===== src/rtl/shift_reg_univ.sv =====
// Universal shift register: parallel load, shift, rotate and invert, plus a
// burst mode that serialises the whole register out of sout_r, LSB first.
module shift_reg_univ #(
  parameter int unsigned      WIDTH     = 8,
  parameter logic [WIDTH-1:0] RESET_VAL = '0
) (
  input  logic             clk,
  input  logic             clear,
  input  logic             en,
  input  logic [2:0]       mode,
  input  logic [WIDTH-1:0] d,
  input  logic             sin_l,
  input  logic             sin_r,
  input  logic             start,
  output logic [WIDTH-1:0] q,
  output logic [WIDTH-1:0] qb,
  output logic             sout_l,
  output logic             sout_r,
  output logic             busy,
  output logic             done
);

  localparam int unsigned     CntW    = $clog2(WIDTH + 1);
  localparam logic [CntW-1:0] LastCnt = CntW'(WIDTH - 1);

  typedef enum logic [1:0] {StIdle, StShift, StDone} state_e;

  state_e          state_q, state_d;
  logic [CntW-1:0] cnt_q, cnt_d;
  logic [WIDTH-1:0] q_q, q_d;

  always_comb begin
    state_d = state_q;
    cnt_d   = cnt_q;
    q_d     = q_q;
    unique case (state_q)
      StIdle: begin
        // start wins over any mode operation requested in the same cycle
        if (start) begin
          state_d = StShift;
          cnt_d   = '0;
        end else if (en) begin
          case (mode)
            3'b001:  q_d = d;
            3'b010:  q_d = {q_q[WIDTH-2:0], sin_r};
            3'b011:  q_d = {sin_l, q_q[WIDTH-1:1]};
            3'b100:  q_d = {q_q[WIDTH-2:0], q_q[WIDTH-1]};
            3'b101:  q_d = {q_q[0], q_q[WIDTH-1:1]};
            3'b110:  q_d = ~q_q;
            default: q_d = q_q;
          endcase
        end
      end
      StShift: begin
        q_d   = {sin_l, q_q[WIDTH-1:1]};
        cnt_d = cnt_q + CntW'(1);
        if (cnt_q == LastCnt) begin
          state_d = StDone;
        end
      end
      StDone: begin
        state_d = StIdle;
      end
      default: begin
        state_d = StIdle;
      end
    endcase
  end

  always_ff @(posedge clk) begin
    if (clear) begin
      q_q     <= RESET_VAL;
      state_q <= StIdle;
      cnt_q   <= '0;
    end else begin
      q_q     <= q_d;
      state_q <= state_d;
      cnt_q   <= cnt_d;
    end
  end

  assign q      = q_q;
  assign qb     = ~q_q;
  assign sout_l = q_q[WIDTH-1];
  assign sout_r = q_q[0];
  assign busy   = (state_q == StShift);
  assign done   = (state_q == StDone);

endmodule


===== config.mk =====
export PLATFORM = sky130hd
export DESIGN_NAME = shift_reg_univ
export DESIGN_NICKNAME = d
export VERILOG_FILES = /design/src/rtl/shift_reg_univ.sv
export SDC_FILE = /design/constraint.sdc
export NUM_CORES = 1
export LEC_CHECK = 0
export CAP_MARGIN = 20
export CORE_MARGIN = 2
export CORE_UTILIZATION = 38
export CTS_CLUSTER_DIAMETER = 40
export DETAILED_ROUTE_END_ITERATION = 10
export PLACE_DENSITY_LB_ADDON = 0.1
export SETUP_SLACK_MARGIN = 0.1
export SKIP_CTS_REPAIR_TIMING = 1
export SLEW_MARGIN = 20
export SYNTH_ARGS = -nofsm -noshare
export SYNTH_HDL_FRONTEND = slang
export SYNTH_SLANG_ARGS = --single-unit
export TNS_END_PERCENT = 1

===== constraint.sdc =====
create_clock -name clk -period 4.05 [get_ports clk]
set_clock_uncertainty 0.2 [all_clocks]
set_input_delay 0.81 -clock clk [delete_from_list [all_inputs] [get_ports clk]]
set_output_delay 0.81 -clock clk [all_outputs]
set_load 0.005 [all_outputs]

# == After elaboration in Yosys (flattened, before gate mapping) ==
# Index checks and enable logic that the tools add are counted.
# W data, S select, Z words.
# totals
regBits,14
inputBits,17
out_inout_bits,20
elab_cells,33
# op_classes
n_addsub,1
eq_ne,14
n_mux,9
n_bitwise,1
reduce_logical,5
# op_table
operator,n
$pmux W8 S6,1
$mux W8,2
$pmux W8 S2,1
$eq A3 B3 Y1 const B,3
$not A8 Y8,1
$pmux W4 S2,1
$ne A7 B1 Y1 const B,1
$eq A3 B2 Y1 const B,2
$ne A2 B2 Y1 const B,3
$add A4 B1 Y4 const B,1
$eq A4 B3 Y1 const B,1
$mux W2,2
$mux W4,1
$pmux W2 S2,1
$reduce_and A2 Y1,2
$reduce_and A4 Y1,1
$eq A3 B1 Y1 const B,1
$eq A2 B1 Y1 const B,1
$eq A2 B2 Y1 const B,1
$logic_not A2 Y1,1
$ne A2 B1 Y1 const B,1
$reduce_bool A2 Y1,1

# == Logic depth before layout (Yosys ltp) ==
# logic_depth
depth_word,5
mapped_depth,6
mapped_depth_nobuf,5

# == Least setup slack after synthesis ==
# OpenSTA, ideal clock, no wires.
# synth_path
path_kind,input-to-reg
start,in mode[0]
end,"reg q_q[0], in the netlist q[0]"
setup_ns,0.117
arrival_ns,1.763
t_required_ns,3.733
path_slack_ns,1.969
stages,5
path_buffers,1
path_cell_list,buf_6 -> or3_4 -> nand4b_2 -> a21oi_1 -> a32o_1
# synth_between
elab_chain_len,5
word_cells_on_any_way,12
cone_classes,7 x eq/ne; 4 x mux; 1 x reduce/logical
# synth_lines
element,line_no,source
start: declaration,10,"input logic [2:0] mode,"
"$eq A3 B3 Y1, or another cell as far along",43,case (mode)
$pmux W8 S6,43,
$mux W8,42,end else if (en) begin
$mux W8,39,if (start) begin
$pmux W8 S2,36,unique case (state_q)
end signal: assignment,76,q_q <= q_d;
end: declaration,30,"logic [WIDTH-1:0] q_q, q_d;"
# Parallel ways exist; a longest one is shown, timed or not. The select of a mux whose other input is x is not followed.
# A chain may end at the register's enable or synchronous reset.

# == Worst setup path after layout ==
# layout_path
start,reg state_q[0]
end,out busy
# layout_between
elab_chain_len,1
# layout_lines
element,line_no,source
start: declaration,28,"state_e state_q, state_d;"
start signal: assignment,73,state_q <= StIdle;
start signal: assignment,77,state_q <= state_d;
$eq A2 B1 Y1,86,assign busy = (state_q == StShift);
end: declaration,19,"output logic busy,"
# Every way passes these cells.

==> impl_metrics.py <==
metrics = {
    "outcome": {
        "status": "complete, no violations",
    },
    "synth": {
        "synth_top_area_cell": "dfxtp_1",
        "synth_top_family_by_area": "compound AO/OA/AOI/OAI gates",
        "syn_avg_cell_area_sq_um": 7.92,
        "syn-cell-area_sq_um": 1090,
        "synthFlopType": "dfxtp_1",
        "syn_inst": 138,
        "synth_xor_area_share_pct": 1.49,
        "ys_seq_area_share_pct": 25.7,
        "synth_nets": 156,
        "synth_fa_ha_area_share_pct": 1.15,
        "synth_area_leaders": "dfxtp_1 (26%), mux2_2 (8.2%), nand2_1 (6.9%)",
        "ys_seq_elements": 14,
        "netlist.area_leader.share_pct": 25.7,
        "synthMuxAreaShare_pct": 8.25,
        "yosys_warnings": 0,
        "yosysMostFrequentCell": "nand2_1",
        "synth-edff-count": 0,
        "synthSimpleGateAreaFrac_pct": 24.7,
        "synth_compound_area_share_pct": 28.8,
        "synthTopCellsByCount": "nand2_1 (20), dfxtp_1 (14), nor2_1 (11)",
        "ys_async_sr_fraction_pct": 0,
        "yosysUniqueCellTypes": 39,
    },
    "drt": {
        "drtPass1Iterations": 4,
        "drtAntennaViolNets": 0,
        "vias_per_cell": 5.48,
        "routed-via-count": 1091,
        "drc": 0,
        "post_drt_wl_per_cell_um": 14.6,
        "detail_route.iter0.violations": 24,
        "wl_um": 2910,
    },
    "timing": {
        "min_period_over_period_pct": 73.7,
        "setup_viol": 0,
        "max_freq_mhz": 335,
        "rsz0062_at_grt": "false",
        "finalMaxSlewViolations": 0,
        "hold_viol": 0,
        "period_minus_slack_ps": 2980,
        "tightest_slew_ps": 696,
        "maxSlewHeadroom_pct": 53.4,
        "setup_tns_ps": 0,
        "worst_slack_ps": 1070,
    },
    "floorplanning": {
        "design.core.area_sq_um": 2730,
        "die_y_um": 57.6,
        "dieArea_sq_um": 3320,
        "io_pins": 37,
        "start_util_pct": 40.0,
        "die_width_um": 57.6,
        "core.rowCount": 19,
    },
    "final_layout": {
        "area_growth_syn_to_layout_pct": 33.7,
        "drive_above_1_share_pct": 11.9,
        "multi_input_area_sq_um": 703,
        "layout.cells.non_filler": 199,
        "seq_area_sq_um": 280,
        "stdcell_area_sq_um": 1460,
        "fillers": 284,
        "diodes": 0,
        "nets": 187,
    },
    "global_route": {
        "overflow": 0,
        "grt_pass1_vias": 1058,
        "grt_first_pass_wirelength_um": 4800,
        "antenna_found_initial": 0,
        "grt_max_degree": 20,
        "grt.total_usage_pct": 18.7,
    },
    "cts": {
        "worst_setup_hold_path_clk_slew_ps": 90,
        "htree_levels": 1,
        "cts_tree": "done",
        "cts_root_buffer": "clkbuf_4",
        "cts_buffers": 3,
        "worstSkewPairLatency_ps": 300,
        "ctsLongestPathBuffers": 2,
        "cts_num_sinks": 14,
    },
    "worst_setup_path": {
        "cp_max_fo": 12,
        "critPathKind": "reg2out",
        "rrSetupSlack_ps": 2150,
        "critPathSlowestCell": "clkdlybuf4s50_1",
        "crit_path_start_kind": "register",
        "worst_ep_required_time_ps": 3040,
        "slowest_delay_ps": 560,
        "crit_chain": "nand2b_1, inv_2, clkdlybuf4s50_1",
        "setup.worst_path.end_class": "primary output",
        "crit_arrival_ps": 1970,
    },
    "job": {
        "cap_violations": 0,
    },
    "placed_design": {
        "hpwl_um": 2030,
        "numPortBuffers": 36,
        "pre_cts_slack_ps": 1080,
        "post_dp_cell_area_sq_um": 1420,
        "dp_cells": 195,
        "gp_congestion": 0.759,
    },
    "worst_hold_path": {
        "hold_path.class": "reg2reg",
    },
    "power": {
        "p_leak_nw": 0.513,
        "ir_drop_v": 0.000184,
        "cellPowerDensity_nw_per_um2": 248,
        "total_power_uw": 362,
    },
}
## metal layers
metal  part of all wire (%)  wire length (um)  GRT usage (%)  vias to the layer above
met3                    5.5               161           3.35                        4
met4                    1.7                48           9.30                        0
met1                     46              1340           23.9                      503
met5                      0                 0              0                        -
met2                     46              1350           30.4                       30
li1                       -                 -              -                      554
## sequential cells by signal, summed over array words and instances, names as in the netlist
signal / cells
q: 8
cnt_q: 4
state_q: 2
## critical path, delay by kind of cell (launching register included)
family	cells	cell delay, ps
buffers and inverters	2	880
flip-flops	1	470
AND/OR/NAND/NOR	1	340
## layout by cell type, fill, tap and decap left out, drive strengths merged, types with 2 or more instances in the layout
cell,synthesis,layout
a21oi,10,10
a22oi,3,3
a32o,7,7
and3,2,2
clkbuf,2,4
clkdlybuf4s50,0,36
dfxtp,14,14
inv,11,11
mux2,8,8
nand2,21,21
nand2b,2,2
nand3,4,4
nand3b,3,3
nor2,11,11
nor2b,3,3
o21ai,6,6
o31a,6,6
## metrics by stage
stage,utilization [%],hold WS (ps)
2_1_floorplan,-,261
3_3_place_gp,52.1,280
3_5_place_dp,52.1,289
4_1_cts,53.4,302
5_1_grt,53.4,335
6_report,53.4,303
## kinds of logic after synthesis
family	Yosys count
AO/OA/AOI/OAI	41
XOR/XNOR	1
buffers and inverters	21
adder cells (fa/ha/maj)	1
multiplexers	8
AND/OR/NAND/NOR	52
flip-flops	14
## final timing paths
| check | endpoint | cells after the start | startpoint |
|---|---|---|---|
| worst max-delay path | busy | 3 | state_q[0]$_SDFFE_PP0P_ |
| worst min-delay path | state_q[1]$_SDFFE_PP0P_ | 1 | cnt_q[3]$_SDFFE_PP0P_ |
| worst max register to register | q[1]$_SDFFE_PP0P_ | 5 | state_q[1]$_SDFFE_PP0P_ |
| worst min register to register | state_q[1]$_SDFFE_PP0P_ | 1 | cnt_q[3]$_SDFFE_PP0P_ |
## layout make-up
type                       count  share of cell area [%]
clock buffer                   4                    2.49
timing repair buffer          36                    24.7
sequential                    14                    19.2
tap                           31                    2.66
multi-input combinational    103                    48.2
inverter                      11                    2.83
## where the power goes
| group | total (mW) | internal [mW] | switching (mW) | leakage (nW) |
|---|---|---|---|---|
| Combinational | 0.101 | 0.0554 | 0.0455 | 0.378 |
| Clock | 0.107 | 0.0548 | 0.0519 | 0.0210 |
| Sequential | 0.154 | 0.144 | 0.0106 | 0.114 |
(Power assumes the default switching activity.)
